$ cat src/rtl/scan_chain_ctrl_pkg.sv
// Shared definitions for the scan chain sequencer: FSM state encoding,
// default geometry and the counter width helper.
package scan_chain_ctrl_pkg;

  typedef enum logic [2:0] {
    ST_IDLE      = 3'd0,
    ST_SHIFT_IN  = 3'd1,
    ST_CAPTURE   = 3'd2,
    ST_SHIFT_OUT = 3'd3,
    ST_DONE      = 3'd4
  } state_e;

  localparam int N_DEF   = 8;
  localparam int CAP_DEF = 1;

  // One counter serves every timed state, so it must hold the longest count.
  function automatic int cnt_width(input int n, input int cap);
    return $clog2(((n > cap) ? n : cap) + 1);
  endfunction

endpackage

$ cat src/rtl/scan_chain_ctrl_if.sv
// Host/chain-facing signal bundle of the scan sequencer. The slave modport
// is the sequencer's view; the master modport is the host plus chain side.
interface scan_chain_ctrl_if
  import scan_chain_ctrl_pkg::*;
#(
  parameter int N = N_DEF
) ();

  logic         start;
  logic [N-1:0] pattern;
  logic         SO;
  logic         ready;
  logic         SE;
  logic         SD;
  logic [N-1:0] response;
  logic         done;

  modport slave (
    input  start,
    input  pattern,
    input  SO,
    output ready,
    output SE,
    output SD,
    output response,
    output done
  );

  modport master (
    output start,
    output pattern,
    output SO,
    input  ready,
    input  SE,
    input  SD,
    input  response,
    input  done
  );

endinterface

$ cat src/rtl/scan_chain_ctrl_shreg.sv
// W-bit shift register: parallel load, shift toward the MSB with serial
// input at the LSB, MSB available as serial output. Load beats shift.
module scan_chain_ctrl_shreg
  import scan_chain_ctrl_pkg::*;
#(
  parameter int W = N_DEF
) (
  input  logic         clk,
  input  logic         reset,
  input  logic         load_i,
  input  logic [W-1:0] load_val_i,
  input  logic         shift_i,
  input  logic         ser_i,
  output logic [W-1:0] par_o,
  output logic         ser_o
);

  logic [W-1:0] sh_q;
  logic [W-1:0] sh_d;

  // Next value: parallel load, else shift left, else hold.
  always_comb begin
    sh_d = sh_q;
    if (load_i) begin
      sh_d = load_val_i;
    end else if (shift_i) begin
      sh_d = {sh_q[W-2:0], ser_i};
    end
  end

  // Register with synchronous clear.
  always_ff @(posedge clk) begin
    if (reset) begin
      sh_q <= '0;
    end else begin
      sh_q <= sh_d;
    end
  end

  assign par_o = sh_q;
  assign ser_o = sh_q[W-1];

endmodule

$ cat src/rtl/scan_chain_ctrl.sv
// Scan chain sequencer: shifts a parallel pattern into the chain MSB first,
// runs CAP_CYCLES functional capture cycles, then shifts the response out
// into a parallel register and pulses done.
//
// state      | meaning
// -----------+-----------------------------------------------------------
// IDLE       | ready, chain not driven (SE=0, SD=0), waits for start
// SHIFT_IN   | N cycles, SE=1, SD = pattern MSB, pattern register shifts
// CAPTURE    | CAP_CYCLES cycles, SE=0, chain loads functional D
// SHIFT_OUT  | N cycles, SE=1, SD=0, SO shifted into the response register
// DONE       | one cycle, done=1, response valid
module scan_chain_ctrl
  import scan_chain_ctrl_pkg::*;
#(
  parameter int N          = N_DEF,
  parameter int CAP_CYCLES = CAP_DEF
) (
  input logic              clk,
  input logic              reset,
  scan_chain_ctrl_if.slave bus
);

  localparam int CW = cnt_width(N, CAP_CYCLES);
  localparam logic [CW-1:0] SHIFT_LAST = CW'(N - 1);
  localparam logic [CW-1:0] CAP_LAST   = CW'(CAP_CYCLES - 1);

  state_e        state_q;
  state_e        state_d;
  logic [CW-1:0] cnt_q;
  logic [CW-1:0] cnt_d;

  logic         pat_load;
  logic         pat_shift;
  logic         pat_msb;
  logic         rsp_shift;
  logic [N-1:0] rsp_par;

  // Only the MSB of the pattern register and only the parallel view of the
  // response register are needed; the other views are intentionally unused.
  logic [N-1:0] pat_par_unused;
  logic         rsp_ser_unused;

  scan_chain_ctrl_shreg #(.W(N)) u_pat_shreg (
    .clk        (clk),
    .reset      (reset),
    .load_i     (pat_load),
    .load_val_i (bus.pattern),
    .shift_i    (pat_shift),
    .ser_i      (1'b0),
    .par_o      (pat_par_unused),
    .ser_o      (pat_msb)
  );

  scan_chain_ctrl_shreg #(.W(N)) u_rsp_shreg (
    .clk        (clk),
    .reset      (reset),
    .load_i     (1'b0),
    .load_val_i ('0),
    .shift_i    (rsp_shift),
    .ser_i      (bus.SO),
    .par_o      (rsp_par),
    .ser_o      (rsp_ser_unused)
  );

  // State and counter registers; reset returns to IDLE with no done pulse.
  always_ff @(posedge clk) begin
    if (reset) begin
      state_q <= ST_IDLE;
      cnt_q   <= '0;
    end else begin
      state_q <= state_d;
      cnt_q   <= cnt_d;
    end
  end

  // Next-state, counter and shift-register control, plus output decode.
  // Outputs depend on state_q and registers only, never on inputs.
  always_comb begin
    state_d   = state_q;
    cnt_d     = cnt_q;
    pat_load  = 1'b0;
    pat_shift = 1'b0;
    rsp_shift = 1'b0;

    unique case (state_q)
      ST_IDLE: begin
        cnt_d = '0;
        if (bus.start) begin
          pat_load = 1'b1;
          state_d  = ST_SHIFT_IN;
        end
      end
      ST_SHIFT_IN: begin
        pat_shift = 1'b1;
        if (cnt_q == SHIFT_LAST) begin
          cnt_d   = '0;
          state_d = ST_CAPTURE;
        end else begin
          cnt_d = cnt_q + CW'(1);
        end
      end
      ST_CAPTURE: begin
        if (cnt_q == CAP_LAST) begin
          cnt_d   = '0;
          state_d = ST_SHIFT_OUT;
        end else begin
          cnt_d = cnt_q + CW'(1);
        end
      end
      ST_SHIFT_OUT: begin
        rsp_shift = 1'b1;
        if (cnt_q == SHIFT_LAST) begin
          cnt_d   = '0;
          state_d = ST_DONE;
        end else begin
          cnt_d = cnt_q + CW'(1);
        end
      end
      ST_DONE: begin
        cnt_d   = '0;
        state_d = ST_IDLE;
      end
      default: begin
        cnt_d   = '0;
        state_d = ST_IDLE;
      end
    endcase

    bus.ready    = (state_q == ST_IDLE);
    bus.SE       = (state_q == ST_SHIFT_IN) || (state_q == ST_SHIFT_OUT);
    bus.SD       = (state_q == ST_SHIFT_IN) && pat_msb;
    bus.done     = (state_q == ST_DONE);
    bus.response = rsp_par;
  end

endmodule
$ cat src/flat_wrapper.sv
// flat-port wrapper written by rule: the top's interface ports become plain ports
module scan_chain_ctrl_flat import scan_chain_ctrl_pkg::*;
#(
  parameter int N          = N_DEF,
  parameter int CAP_CYCLES = CAP_DEF
)
  (clk, reset, bus_start, bus_pattern, bus_SO, bus_ready, bus_SE, bus_SD, bus_response, bus_done);
  scan_chain_ctrl_if #(.N(N)) bus_i ();
  input logic clk;
  input logic reset;
  input wire logic [$bits(bus_i.start)-1:0] bus_start;
  input wire logic [$bits(bus_i.pattern)-1:0] bus_pattern;
  input wire logic [$bits(bus_i.SO)-1:0] bus_SO;
  output wire logic [$bits(bus_i.ready)-1:0] bus_ready;
  output wire logic [$bits(bus_i.SE)-1:0] bus_SE;
  output wire logic [$bits(bus_i.SD)-1:0] bus_SD;
  output wire logic [$bits(bus_i.response)-1:0] bus_response;
  output wire logic [$bits(bus_i.done)-1:0] bus_done;
  assign bus_i.start = bus_start;
  assign bus_i.pattern = bus_pattern;
  assign bus_i.SO = bus_SO;
  assign bus_ready = bus_i.ready;
  assign bus_SE = bus_i.SE;
  assign bus_SD = bus_i.SD;
  assign bus_response = bus_i.response;
  assign bus_done = bus_i.done;
  scan_chain_ctrl #(.N(N), .CAP_CYCLES(CAP_CYCLES)) u_core (.clk(clk), .reset(reset), .bus(bus_i));
endmodule
$ cat config.mk
export PLATFORM = sky130hd
export DESIGN_NAME = scan_chain_ctrl_flat
export DESIGN_NICKNAME = d
export VERILOG_FILES = /design/src/rtl/scan_chain_ctrl_pkg.sv /design/src/rtl/scan_chain_ctrl_if.sv /design/src/rtl/scan_chain_ctrl_shreg.sv /design/src/rtl/scan_chain_ctrl.sv /design/src/flat_wrapper.sv
export SDC_FILE = /design/constraint.sdc
export NUM_CORES = 1
export LEC_CHECK = 0
export CAP_MARGIN = 5
export CELL_PAD_IN_SITES_DETAIL_PLACEMENT = 1
export CELL_PAD_IN_SITES_GLOBAL_PLACEMENT = 1
export CORE_ASPECT_RATIO = 1.25
export CORE_UTILIZATION = 41
export DETAILED_ROUTE_END_ITERATION = 6
export PLACE_DENSITY_LB_ADDON = 0.1
export RECOVER_POWER = 50
export SLEW_MARGIN = 20
export SYNTH_ARGS = -nofsm -noshare
export SYNTH_HDL_FRONTEND = slang
export SYNTH_HIERARCHICAL = 1
export SYNTH_SLANG_ARGS = --single-unit
$ cat constraint.sdc
create_clock -name clk -period 2.9 [get_ports clk]
set_input_delay 0.435 -clock clk [delete_from_list [all_inputs] [get_ports clk]]
set_output_delay 0.435 -clock clk [all_outputs]
set_load 0.02 [all_outputs]
* Word-level counts from Yosys, hierarchy flattened
Cells that the tools add are included.
Storage, ports and cells: bits of input ports 12, register bits 23, logic and storage cells 35
Cells by class: add/sub/neg operators 1, equal/unequal tests 9, reductions and logical operators 7, mux-type cells 14
Operators with widths (count):
- $mux 8 | 2
- $mux 3 | 4
- $pmux 3 s4 | 1
- $mux 4 | 2
- $pmux 4 s2 | 1
- $eq 3x2->1 const B | 2
- $ne 2x1->1 const B | 3
- $add 4x1->4 const B | 1
- $eq 4x3->1 const B | 1
- $logic_not 4->1 | 1
- $mux 1 | 4
- $reduce_and 4->1 | 1
- $eq 3x1->1 const B | 1
- $eq 3x3->1 const B | 1
- $logic_not 3->1 | 1
- $ne 2x2->1 const B | 1
- $reduce_bool 2->1 | 1
- $reduce_or 2->1 | 1
- $logic_and 1x1->1 | 1
- $logic_or 1x1->1 | 1

* Logic depth before layout (Yosys ltp)
depth in word-level cells 4, gate-level depth with buffers 6, depth with buffers taken out 5

* By module
Netlist, hierarchy kept.
Modules (own cells, without submodules):
- scan_chain_ctrl_shreg | cells each 36, seq. area each 160.2 um^2, area an instance 376.6 um^2, times used 2
- scan_chain_ctrl | cells each 41, seq. area each 140.1 um^2, area an instance 379.1 um^2, times used 1

* Least setup slack after synthesis
Ideal clock, no wire load.
path type register to output, from reg u_core.state_q[0], to out bus_SD, arrival 1.084 ns, stages on the path, launching flop included 5, slack 1.381 ns, required time 2.465 ns, cell sequence dfxtp_1 -> buf_4 -> nor2b_4 -> nor2b_1 -> and2_1
Between the ends: word-level cells in the longest chain between the ends 2
Ends and longest elaborated chain:
- from (decl) | line scan_chain_ctrl.sv:27 | state_e state_q;
- from (signal assigned) | line scan_chain_ctrl.sv:71 | state_q <= state_d;
- $eq 3x1->1 | line scan_chain_ctrl.sv:131 | bus.SD = (state_q == ST_SHIFT_IN) && pat_msb;
- $logic_and 1x1->1 | line scan_chain_ctrl.sv:131
- to (decl) | line flat_wrapper.sv:16 | output wire logic [$bits(bus_i.SD)-1:0] bus_SD;
Every way passes these cells.

* Final worst setup path
Same ends and word-level chain as after synthesis.

==> results.txt <==
Crit path max-delay cell type - clkdlybuf4s50_1
Max incr delay on CP - 0.59 ns
Clock Latency Late Sink - 0.32 ns
Non-Filler Instances - 184
Data arrival, critical path - 2.16 ns
Die width - 48.9 um
Ports - 24
Fin area - 1440 sq um
Leakage - 0.561 nW
Hold WC Path Type - reg2reg
Status - complete, no violations
Cell Chain, Critical Path - nor2b_1 > nor2b_1 > buf_4 > and2_1 > clkdlybuf4s50_1
Setup violators final - 0
Crit. End Element - output pin
Commonest non-fill, non-tap cell in the layout - dfxtp_1
Total wire length - 2.40 mm
Remaining Overflow, GRT - 0
Clk buf depth - 2
Port bufs - 23
Post-cts resize count - 0
Fin nets - 166
Rows - 20
Final WS setup - 0.306 ns
CTS Buf Count - 3
Die H - 60.6 um
Max-slew violation count - 0
Most frequent cells in the layout - 23 x dfxtp_1, 20 x clkdlybuf4s50_1, 19 x nor2b_1
Min Tclk post-route - 2.59 ns
Vias in the first global route - 898
Hold-fix buffers, CTS - 0
Ratio of final minimum period to clock period - 89.4%
DR vias/cell - 4.93
Initial core utilization - 44.5%
Setup TNS - 0 ns
First-pass GRT wire length - 4.11 mm
H-tree levels - 1
Mapped Area - 1120 sq um
Share of cells above drive strength 1 - 5.96%
Post-Syn Instances - 112
CTS tree - done
WP data required - 2.47 ns
Clock Sink Count - 23
Core Area - 2530 sq um
Final Hold Vio Count - 0
# Post-CTS Setup Buffers - 0
Clk_skew - 0.00257 ns
Vias - 907
Hold Crit Depth - 1
DR DRC count - 0
Worst-path fanout max - 9
Root Driver - clkbuf_4
Peak Freq - 0.386 GHz
Die area - 2960 sq um
Power Total - 0.619 mW
Pwr/cell area - 429 nW/um^2
Routed WL per cell - 13.0 um
Overall routing resource usage - 18.9%
Worst slack, placed - 0.720 ns
DP HPWL - 1.77 mm
Pin count of the biggest net entering global routing - 21
Fin util - 57.1%
Initial antenna violation count - 0
Initial drt markers - 13
Slew of the pin with the lowest slew margin - 0.787 ns
Crit path kind - reg2out
Synth-to-layout area growth - 28.4%
Gpl congestion - 0.723
N_diodes - 0
Startpoint Class - register
YS warnings - 6
Hold_ws - 0.499 ns
Placed insts - 180
Most frequent CP cell - nor2b_1
Max cap viols - 0
Average size of a mapped cell - 10.0 sq um
Clk slew on worst S/H paths - 0.13 ns
Placed cell area - 1430 sq um
Max VDD drop - 249 uV
DRT Pass-1 Iters - 3
Post-route ant nets - 0
RSZ-0062 raised after global routing - false
Relative slew slack - 47.3%
R2R depth - 4
registers in the layout (all words and copies together), names as in the netlist:
register / flops
u_core/u_rsp_shreg/par_o: 8
u_core/state_q: 3
u_core/cnt_q: 4
u_core/u_pat_shreg/par_o: 8
area by class of cell:
type | instances | area [sq um]
Fill cell | 302 | 1080
Inverter | 4 | 15.0
Clock buffer | 4 | 26.3
Sequential cell | 23 | 460
Tap cell | 33 | 41.3
Timing Repair Buffer | 25 | 245
Multi-Input combinational cell | 95 | 656
critical path: cells and delay by family, from the launching register on:
kind	cells	cell delay (ns)
AND/OR/NAND/NOR	3	0.55
buffers and inverters	2	0.79
flip-flops	1	0.49
per-layer routing:
layer | wire length [um] | up-vias | part of all wire [%] | global-route usage [%]
met5 | 0 | - | 0 | 0
met4 | 62 | 0 | 2.6 | 13.9
met3 | 88 | 4 | 3.7 | 3.51
met2 | 1200 | 16 | 50 | 32.3
met1 | 1050 | 430 | 44 | 21.4
li1 | - | 457 | - | -
final timing paths:
path                                                     start                                       end  slack (ns)
worst max-delay path            u_core/state_q[0]$_SDFFE_PP0P_                                    bus_SD        0.31
worst min-delay path                u_core/cnt_q[0]$_SDFF_PP0_                u_core/cnt_q[0]$_SDFF_PP0_        0.50
worst max register to register  u_core/state_q[0]$_SDFFE_PP0P_  u_core/u_rsp_shreg/par_o[5]$_SDFFE_PP0P_        0.95
worst min register to register      u_core/cnt_q[0]$_SDFF_PP0_                u_core/cnt_q[0]$_SDFF_PP0_        0.50
where the power goes:
part	internal [mW]	total [mW]	switching, mW
logic	0.0605	0.116	0.0550
clock network	0.0539	0.153	0.0996
registers	0.336	0.350	0.0136
Note: power is estimated with default switching activity, not from simulation.
